<file path="config.mk">
export PLATFORM = sky130hd
export DESIGN_NAME = frame_loader
export DESIGN_NICKNAME = d
export VERILOG_FILES = /design/src/rtl/frame_loader_pkg.sv /design/src/rtl/frame_loader_pixel_packer.sv /design/src/rtl/frame_loader.sv
export SDC_FILE = /design/constraint.sdc
export NUM_CORES = 1
export LEC_CHECK = 0
export ABC_AREA = 1
export CORE_MARGIN = 8
export CORE_UTILIZATION = 48
export DETAILED_ROUTE_END_ITERATION = 10
export GPL_ROUTABILITY_DRIVEN = 0
export PLACE_DENSITY = 0.9
export SLEW_MARGIN = 10
export SYNTH_ARGS = -nofsm -noshare
export SYNTH_HDL_FRONTEND = slang
export SYNTH_SLANG_ARGS = --single-unit
</file>
<file path="constraint.sdc">
create_clock -name pclk -period 1.6 [get_ports pclk]
set_input_delay 0.24 -clock pclk [delete_from_list [all_inputs] [get_ports pclk]]
set_output_delay 0.24 -clock pclk [all_outputs]
set_load 0.1 [all_outputs]
</file>
<file path="src/rtl/frame_loader_pkg.sv">
// Shared video definitions: frame geometry defaults, loader state encoding and
// RGB444 field layout used by both the frame loader and the display path.
package frame_loader_pkg;

  localparam int VID_H_LEN      = 200;
  localparam int VID_V_LEN      = 150;
  localparam int VID_DW         = 15;
  localparam int VID_NUM_FRAMES = 10;

  localparam int PIX_W     = 12;
  localparam int RGB_R_MSB = 11;
  localparam int RGB_R_LSB = 8;
  localparam int RGB_G_MSB = 7;
  localparam int RGB_G_LSB = 4;
  localparam int RGB_B_MSB = 3;
  localparam int RGB_B_LSB = 0;

  typedef enum logic [1:0] {
    ST_IDLE = 2'd0,
    ST_HI   = 2'd1,
    ST_LO   = 2'd2
  } load_state_t;

  function automatic logic [PIX_W-1:0] pack_rgb444(input logic [3:0] r,
                                                   input logic [3:0] g,
                                                   input logic [3:0] b);
    logic [PIX_W-1:0] p;
    p = '0;
    p[RGB_R_MSB:RGB_R_LSB] = r;
    p[RGB_G_MSB:RGB_G_LSB] = g;
    p[RGB_B_MSB:RGB_B_LSB] = b;
    return p;
  endfunction

endpackage

</file>
<file path="src/rtl/frame_loader_pixel_packer.sv">
// Assembles one RGB444 pixel from a byte pair: byte 0 carries {R,G} and is held
// here, byte 1 supplies B in its low nibble and is combined on the fly.
module pixel_packer
  import frame_loader_pkg::*;
(
  input  logic             pclk,
  input  logic             rst,
  input  logic             i_clear,
  input  logic             i_load_rg,
  input  logic [7:0]       i_byte,
  output logic [PIX_W-1:0] o_pixel
);

  logic [7:0] r_rg;

  always_ff @(posedge pclk) begin
    if (rst || i_clear) begin
      r_rg <= '0;
    end else if (i_load_rg) begin
      r_rg <= i_byte;
    end
  end

  // The high nibble of byte 1 carries no colour information and is dropped.
  assign o_pixel = pack_rgb444(r_rg[7:4], r_rg[3:0], i_byte[3:0]);

endmodule

</file>
<file path="src/rtl/frame_loader.sv">
// Loads a run of RGB444 frames from a byte stream into consecutive VRAM frame
// slots, one registered write per received byte pair.
module frame_loader
  import frame_loader_pkg::*;
#(
  parameter int H_LEN      = VID_H_LEN,
  parameter int V_LEN      = VID_V_LEN,
  parameter int DW         = VID_DW,
  parameter int NUM_FRAMES = VID_NUM_FRAMES
) (
  input  logic          pclk,
  input  logic          rst,
  input  logic          start,
  input  logic [3:0]    first_frame,
  input  logic [3:0]    num_load,
  input  logic          abort,
  input  logic [7:0]    s_data,
  input  logic          s_valid,
  output logic          s_ready,
  output logic          we,
  output logic [DW-1:0] waddr,
  output logic [11:0]   wdata,
  output logic [3:0]    wframe,
  output logic          busy,
  output logic          frame_done,
  output logic          load_done,
  output logic          err,
  output logic [1:0]    o_dbg_state
);

  localparam logic [DW-1:0] LAST_ADDR = DW'(H_LEN * V_LEN - 1);
  localparam logic [3:0]    NF_MAX    = 4'(NUM_FRAMES);
  localparam logic [3:0]    NF_LAST   = 4'(NUM_FRAMES - 1);

  // Handshake: a byte moves on a pclk edge where s_valid and s_ready are both
  // high; s_ready is registered, so the source may hold s_valid indefinitely.
  load_state_t   r_state;
  logic          r_s_ready;
  logic          r_we;
  logic [DW-1:0] r_waddr;
  logic [11:0]   r_wdata;
  logic [3:0]    r_wframe;
  logic          r_busy;
  logic          r_frame_done;
  logic          r_load_done;
  logic          r_err;
  logic [3:0]    r_remaining;

  logic          w_abort;
  logic          w_hs;
  logic          w_load_rg;
  logic          w_last_addr;
  logic          w_final_px;
  logic          w_start_ok;
  logic [3:0]    w_next_frame;
  logic [11:0]   w_pixel;

  assign w_abort      = abort && (r_state != ST_IDLE);
  assign w_hs         = s_valid && r_s_ready;
  assign w_load_rg    = w_hs && (r_state == ST_HI) && !abort;
  assign w_last_addr  = (r_waddr == LAST_ADDR);
  assign w_final_px   = w_last_addr && (r_remaining == 4'd1);
  assign w_start_ok   = (num_load != 4'd0) && (num_load <= NF_MAX) &&
                        (first_frame <= NF_LAST);
  assign w_next_frame = (r_wframe == NF_LAST) ? 4'd0 : r_wframe + 4'd1;

  pixel_packer u_packer (
    .pclk      (pclk),
    .rst       (rst),
    .i_clear   (w_abort),
    .i_load_rg (w_load_rg),
    .i_byte    (s_data),
    .o_pixel   (w_pixel)
  );

  always_ff @(posedge pclk) begin
    if (rst) begin
      r_state      <= ST_IDLE;
      r_s_ready    <= 1'b0;
      r_we         <= 1'b0;
      r_waddr      <= '0;
      r_wdata      <= '0;
      r_wframe     <= '0;
      r_busy       <= 1'b0;
      r_frame_done <= 1'b0;
      r_load_done  <= 1'b0;
      r_err        <= 1'b0;
      r_remaining  <= '0;
    end else begin
      r_we         <= 1'b0;
      r_frame_done <= 1'b0;
      r_load_done  <= 1'b0;

      // Address/slot bookkeeping happens as the write retires, so waddr and
      // wframe describe the write for the whole cycle that we is high.
      if (r_we) begin
        if (r_frame_done) begin
          r_waddr     <= '0;
          r_wframe    <= w_next_frame;
          r_remaining <= r_remaining - 4'd1;
        end else begin
          r_waddr <= r_waddr + 1'b1;
        end
      end

      if (w_abort) begin
        r_state   <= ST_IDLE;
        r_s_ready <= 1'b0;
        r_busy    <= 1'b0;
      end else begin
        unique case (r_state)
          ST_IDLE: begin
            if (start) begin
              if (w_start_ok) begin
                r_err       <= 1'b0;
                r_wframe    <= first_frame;
                r_waddr     <= '0;
                r_remaining <= num_load;
                r_state     <= ST_HI;
                r_s_ready   <= 1'b1;
                r_busy      <= 1'b1;
              end else begin
                r_err <= 1'b1;
              end
            end
          end
          ST_HI: begin
            // The final write of a load is spent in HI with s_ready low.
            if (r_we && r_load_done) begin
              r_state <= ST_IDLE;
              r_busy  <= 1'b0;
            end else if (w_hs) begin
              r_state <= ST_LO;
            end
          end
          ST_LO: begin
            if (w_hs) begin
              r_state      <= ST_HI;
              r_we         <= 1'b1;
              r_wdata      <= w_pixel;
              r_frame_done <= w_last_addr;
              r_load_done  <= w_final_px;
              if (w_final_px) begin
                r_s_ready <= 1'b0;
              end
            end
          end
          default: begin
            r_state   <= ST_IDLE;
            r_s_ready <= 1'b0;
            r_busy    <= 1'b0;
          end
        endcase
      end
    end
  end

  assign s_ready     = r_s_ready;
  assign we          = r_we;
  assign waddr       = r_waddr;
  assign wdata       = r_wdata;
  assign wframe      = r_wframe;
  assign busy        = r_busy;
  assign frame_done  = r_frame_done;
  assign load_done   = r_load_done;
  assign err         = r_err;
  assign o_dbg_state = r_state;

endmodule

</file>
==> results.json, run 1 <==
{
  "outcome": "finished clean",
  "fmax_mhz": 675,
  "cts-hold-fix-buffers": 0,
  "synth-seq-area-share": 0.438,
  "synth_area_um2": 2330,
  "die_width_um": 85.7,
  "number_of_pins_with_negative_max_slew_slack_in_the_final_report": 0,
  "layout_cell_share_with_drive_strength_beyond_1": 0.268,
  "via_count_of_the_first_global_routing_pass": 2349,
  "setup_viol": 0,
  "gr-total-overflow": 0,
  "vdd_ir_drop_max_mv": 0.612,
  "worstHoldPathType": "flop to flop",
  "finalHoldViolCount": 0,
  "htree_levels": 2,
  "grt_antenna_before_repair": 0,
  "fin_cells": 438,
  "most-common-layout-cells": "65 x nor2_1, 52 x nand2_1, 39 x buf_12",
  "totalPowerFinal_mw": 3.01,
  "avg_synthesized_cell_area_um2": 7.42,
  "layout_worst_path_cycle_share": 0.926,
  "tritoncts.num_buffers": 5,
  "filler_instances": 291,
  "synthArstFlopShare": 0,
  "fp_rows": 25,
  "leakagePower_nw": 1.48,
  "yosysUniqueCellTypes": 34,
  "nets": 407,
  "cts.clk_slew.worst_paths_ps": 90,
  "grt_first_pass_wirelength_um": 11000,
  "setup_repair_after_global_routing_missed_its_margin": "false",
  "post_synthesis_net_count": 338,
  "routedWlPerCell_um": 15.1,
  "cp_data_arrival_time_ps": 1680,
  "n_antenna_cell": 0,
  "critical_path_class": "flop to flop",
  "fin_ws_ps": 118,
  "slew_of_the_pin_with_the_lowest_slew_margin_ps": 378,
  "numClockSinks": 51,
  "critPathMaxFanout": 5,
  "place.port_buffers": 59,
  "drt_pre_antenna_iters": 4,
  "crit_required_ps": 1800,
  "dp_hpwl_um": 5000,
  "dpl.cell_count": 427,
  "max-slew-margin-rel": 0.748,
  "core_area_um2": 4690,
  "cp-start-kind": "flop",
  "end_kind": "flop",
  "deepest_clock_path_buffer_count": 2,
  "rrSetupSlack_ps": 120,
  "routed_wire_length_um": 6600,
  "postSynthRegisterBits": 51,
  "synth_warnings": 0,
  "synth-edff-count": 0,
  "seq_area_um2": 1070,
  "detailroute.via_count": 2340,
  "cts_tree": "built",
  "clockRootBuffer": "clkbuf_8",
  "layout_commonest_cell": "nor2_1",
  "final.setup_skew_ps": 14.5,
  "cellPowerDensity_nw_per_um2": 847,
  "boundaryPins": 60,
  "cts_repair_resize_count": 0,
  "global_route.usage.total": 0.184,
  "mapped_cells": 314,
  "route.detailed.vias_per_inst": 5.34,
  "period_minus_slack_ps": 1480,
  "multi_input_area_um2": 1140,
  "worstSkewPairLatency_ps": 310,
  "area_overhead_vs_synth_pct": 52.4,
  "drt_iter0_drc": 178,
  "yosys_most_used_dff": "dfxtp_1",
  "grt_max_degree": 21,
  "setup_slack_placement_ps": -164,
  "die_y_um": 85.7,
  "die-area_um2": 7340,
  "drcViolationCount": 0,
  "number_of_nets_still_failing_antenna_checks_after_routing": 0,
  "initial_core_util": 0.497,
  "max_cap_viol_count": 0
}
## cell families (layout without fill, tap and decap cells)
| logic type | after synthesis | count (layout) | synth area share |
|---|---|---|---|
| simple gates | 160 | 160 | 0.318 |
| flops | 51 | 51 | 0.438 |
| compound gates | 49 | 49 | 0.111 |
| buf+inv | 39 | 109 | 0.0720 |
| xor+xnor | 12 | 12 | 0.0451 |
| fa+ha+maj | 3 | 3 | 0.0161 |
## layer usage
metal	up-vias	global-route usage	wire length (um)	part of all wire
li1	1141	-	-	-
met1	1087	0.210	2630	0.40
met2	93	0.315	3330	0.50
met3	19	0.0544	504	0.076
met4	0	0.0701	134	0.020
met5	-	0	0	0
## worst max-delay path: stages, from the launching register on
cell,delay (ps)
dfxtp_4,400
ha_1,180
nand2_2,90
nor2_4,160
nand2_4,90
nor3_4,140
nand2_1,80
xor2_1,170
nor2_2,50
## state kept, by name, summed over array words and instances (netlist names)
| name | cells |
|---|---|
| we | 1 |
| wframe | 4 |
| u_packer.r_rg | 8 |
| err | 1 |
| busy | 1 |
| frame_done | 1 |
| s_ready | 1 |
| waddr | 15 |
| r_remaining | 4 |
| wdata | 12 |
| o_dbg_state | 2 |
| load_done | 1 |
## path summary, 6_finish.rpt
path,startpoint,to,depth (start not counted)
max,waddr[1],waddr[14],8
min,u_packer.r_rg[6],u_packer.r_rg[6],2
max reg2reg,waddr[1],waddr[14],8
min reg2reg,u_packer.r_rg[6],u_packer.r_rg[6],2
## through the flow
stage | cell area (um^2) | setup TNS (ps) | utilization | hold WS, ps
2_1_floorplan | 2380 | -21.6 | - | 375
3_3_place_gp | 3440 | -700 | 0.732 | 451
3_5_place_dp | 3440 | -2230 | 0.732 | 458
4_1_cts | 3530 | 0 | 0.752 | 470
5_1_grt | 3550 | 0 | 0.757 | 494
6_report | 3550 | 0 | 0.757 | 471
## Yosys cell counts, types with 2 or more instances
cell type | number | area [um^2]
o21ai_0 | 21 | 105
nand3_1 | 9 | 45.0
dfxtp_1 | 51 | 1020
xor2_1 | 11 | 96.3
inv_1 | 29 | 109
a21oi_1 | 20 | 100
ha_1 | 3 | 37.5
nor2_2 | 5 | 31.3
nand2_2 | 4 | 25.0
buf_2 | 2 | 10.0
nor3_1 | 8 | 40.0
buf_6 | 2 | 22.5
nand3_2 | 2 | 20.0
a211oi_1 | 2 | 15.0
nand4_1 | 3 | 18.8
inv_2 | 2 | 7.51
nor2_4 | 4 | 45.0
clkbuf_1 | 3 | 11.3
nor2_1 | 65 | 244
nand2_1 | 52 | 195
o21ai_1 | 3 | 15.0
## repair_timing
action,4_1_cts,5_1_grt
hold endpoints to repair,0,0
setup endpoints to repair,0,1
buffers inserted,0,3
## area by class of cell
type | count | share of cell area
flip-flops and latches | 51 | 0.301
clock inverters | 1 | 0.00141
repair buffers | 70 | 0.300
well taps | 54 | 0.0190
multi-input cells | 224 | 0.321
clock buffers | 7 | 0.0243
inverters | 31 | 0.0328
## power breakdown
| part | internal (mW) | switching, mW |
|---|---|---|
| Sequential | 1.32 | 0.0599 |
| Clock | 0.350 | 0.421 |
| Combinational | 0.312 | 0.549 |
Note: power is estimated with default switching activity, not from simulation.
==> run 2: changes to the inputs <==
Settings changed: SLEW_MARGIN 10 to 20.
==> results of run 2 <==
No change in the layout: final DEF, timing and power equal those of run 1.
==> run 3: changes to the inputs <==
Settings changed: CORE_UTILIZATION 48 to 32, PLACE_DENSITY 0.9 to 0.67.
==> results.json, run 3 (synthesis results as in run 1) <==
{
  "area_overhead_vs_synth_pct": 54.3,
  "place.port_buffers": 59,
  "number_of_pins_with_negative_max_slew_slack_in_the_final_report": 0,
  "worst_hold_path.num_cells": 2,
  "critical_path_cell_with_the_highest_stage_delay": "dfxtp_4",
  "gr-total-overflow": 0,
  "core_area_um2": 7140,
  "cts-hold-fix-buffers": 0,
  "rrSetupSlack_ps": 160,
  "slew_of_the_pin_with_the_lowest_slew_margin_ps": 402,
  "htree_levels": 2,
  "dpl-instance-area_um2": 3510,
  "global_route.usage.total": 0.125,
  "setup_viol": 0,
  "critPathMaxFanout": 6,
  "outcome": "finished clean",
  "numClockSinks": 51,
  "worstSkewPairLatency_ps": 310,
  "reg2regPathDepth": 8,
  "critical_path_class": "flop to flop",
  "finalHoldViolCount": 0,
  "die-area_um2": 10300,
  "layout_cell_share_with_drive_strength_beyond_1": 0.266,
  "routedWlPerCell_um": 12.8,
  "cts.repair_timing.setup_buffer_count": 0,
  "die_y_um": 101,
  "boundaryPins": 60,
  "setup_repair_after_global_routing_missed_its_margin": "false",
  "worstHoldPathType": "flop to flop",
  "deepest_clock_path_buffer_count": 2,
  "number_of_nets_still_failing_antenna_checks_after_routing": 0,
  "busiest_layer": "met2",
  "drcViolationCount": 0,
  "fin_cells": 482,
  "routed_wire_length_um": 6170,
  "grt_use_met1": 0.128,
  "drt_pre_antenna_iters": 4,
  "detailroute.via_count": 2197,
  "critical_path.startpoint": "waddr[0]",
  "final.setup_skew_ps": 13.8,
  "leakagePower_nw": 1.47,
  "cp-start-kind": "flop",
  "layout_commonest_cell": "nor2_1",
  "cp_data_arrival_time_ps": 1640,
  "dp_hpwl_um": 4870,
  "gr_met2_demand_resource": 0.219,
  "max_cap_viol_count": 0,
  "post-route-util": 0.504,
  "hold-worst-slack_ps": 472,
  "accumulated_negative_setup_slack_ps": 0,
  "critical-path-max-stage-delay_ps": 390,
  "cellPowerDensity_nw_per_um2": 833,
  "clockRootBuffer": "clkbuf_8",
  "period_minus_slack_ps": 1440,
  "grt_max_degree": 17,
  "drt_iter0_drc": 53,
  "dpl.cell_count": 474,
  "crit_path_cell_trace": "ha_1 > nand2_2 > nor2_4 > nand2_4 > nor3_4 > nand2_1 > xor2_1 > nor2_2",
  "cts_repair_resize_count": 0,
  "grt_first_pass_wirelength_um": 10200,
  "worst_r2r_startpoint": "waddr[0]",
  "route.detailed.vias_per_inst": 4.56,
  "end_kind": "flop",
  "fmax_mhz": 695,
  "tritoncts.num_buffers": 5,
  "nets": 406,
  "met3_usage": 0.0550,
  "grt_antenna_before_repair": 0,
  "via_count_of_the_first_global_routing_pass": 2281,
  "initial_core_util": 0.326,
  "crit_required_ps": 1800,
  "n_antenna_cell": 0,
  "layout_worst_path_cycle_share": 0.899,
  "largest_register_ffs": 15,
  "worstReg2RegEnd": "waddr[14]",
  "postLayoutCellArea_um2": 3590,
  "crit_end": "waddr[14]",
  "max-slew-margin-rel": 0.732,
  "die_width_um": 101,
  "most-common-layout-cells": "65 x nor2_1, 52 x nand2_1, 39 x buf_12",
  "cts.clk_slew.worst_paths_ps": 100,
  "fp_rows": 31,
  "cts_tree": "built",
  "vdd_ir_drop_max_mv": 0.554
}
==> run 3: cell types whose count changed in the layout (fill, tap and decap cells not counted) <==
cell      previous run  this run
clkbuf_8             6         5
inv_4                0         1
inv_6                0         1
buf_4               11        10
clkinv_2             1         0
==> run 3: worst max-delay path, delay by kind of cell, from the launching register on <==
family | cells | cell delay [ps]
flip-flops | 1 | 390
AND/OR/NAND/NOR | 6 | 590
XOR/XNOR | 1 | 180
adder cells (fa/ha/maj) | 1 | 180
==> run 3: per-stage QoR <==
step	setup slack, ps	power [mW]
after floorplan	-21.6	1.93
after global placement	-51.1	2.24
after detailed placement	-119	2.25
after CTS	155	3.03
after global routing	30.8	3.15
final	162	3.00
==> run 3: final cells by class <==
class / count / area (um^2)
tap: 99 / 124
clock buffer: 6 / 72.6
clock inverter: 2 / 15.0
inverter: 31 / 116
timing repair buffer: 69 / 1060
multi-input combinational: 224 / 1140
sequential: 51 / 1070
fill: 698 / 3540
==> run 3: routing by layer <==
metal / share of wire / up-vias
li1: - / 1141
met1: 0.40 / 989
met2: 0.50 / 58
met3: 0.089 / 9
met4: 0.018 / 0
met5: 0 / -
==> run 3: how the worst min path moves through the flow <==
stage                           from                to  slack, ps
finish              u_packer.r_rg[4]  u_packer.r_rg[4]        470
global route               s_data[6]  u_packer.r_rg[6]        490
CTS                        s_data[5]  u_packer.r_rg[5]        470
detailed placement  u_packer.r_rg[4]  u_packer.r_rg[4]        460
global placement    u_packer.r_rg[0]  u_packer.r_rg[0]        450
floorplan                  s_data[0]          wdata[0]        370
==> run 3: power by group <==
group	internal [mW]	total [mW]	switching, mW	leakage, nW
combinational	0.307	0.845	0.539	0.994
sequential	1.32	1.38	0.0598	0.427
clock	0.317	0.773	0.456	0.0461
total	1.94	3.00	1.05	1.47
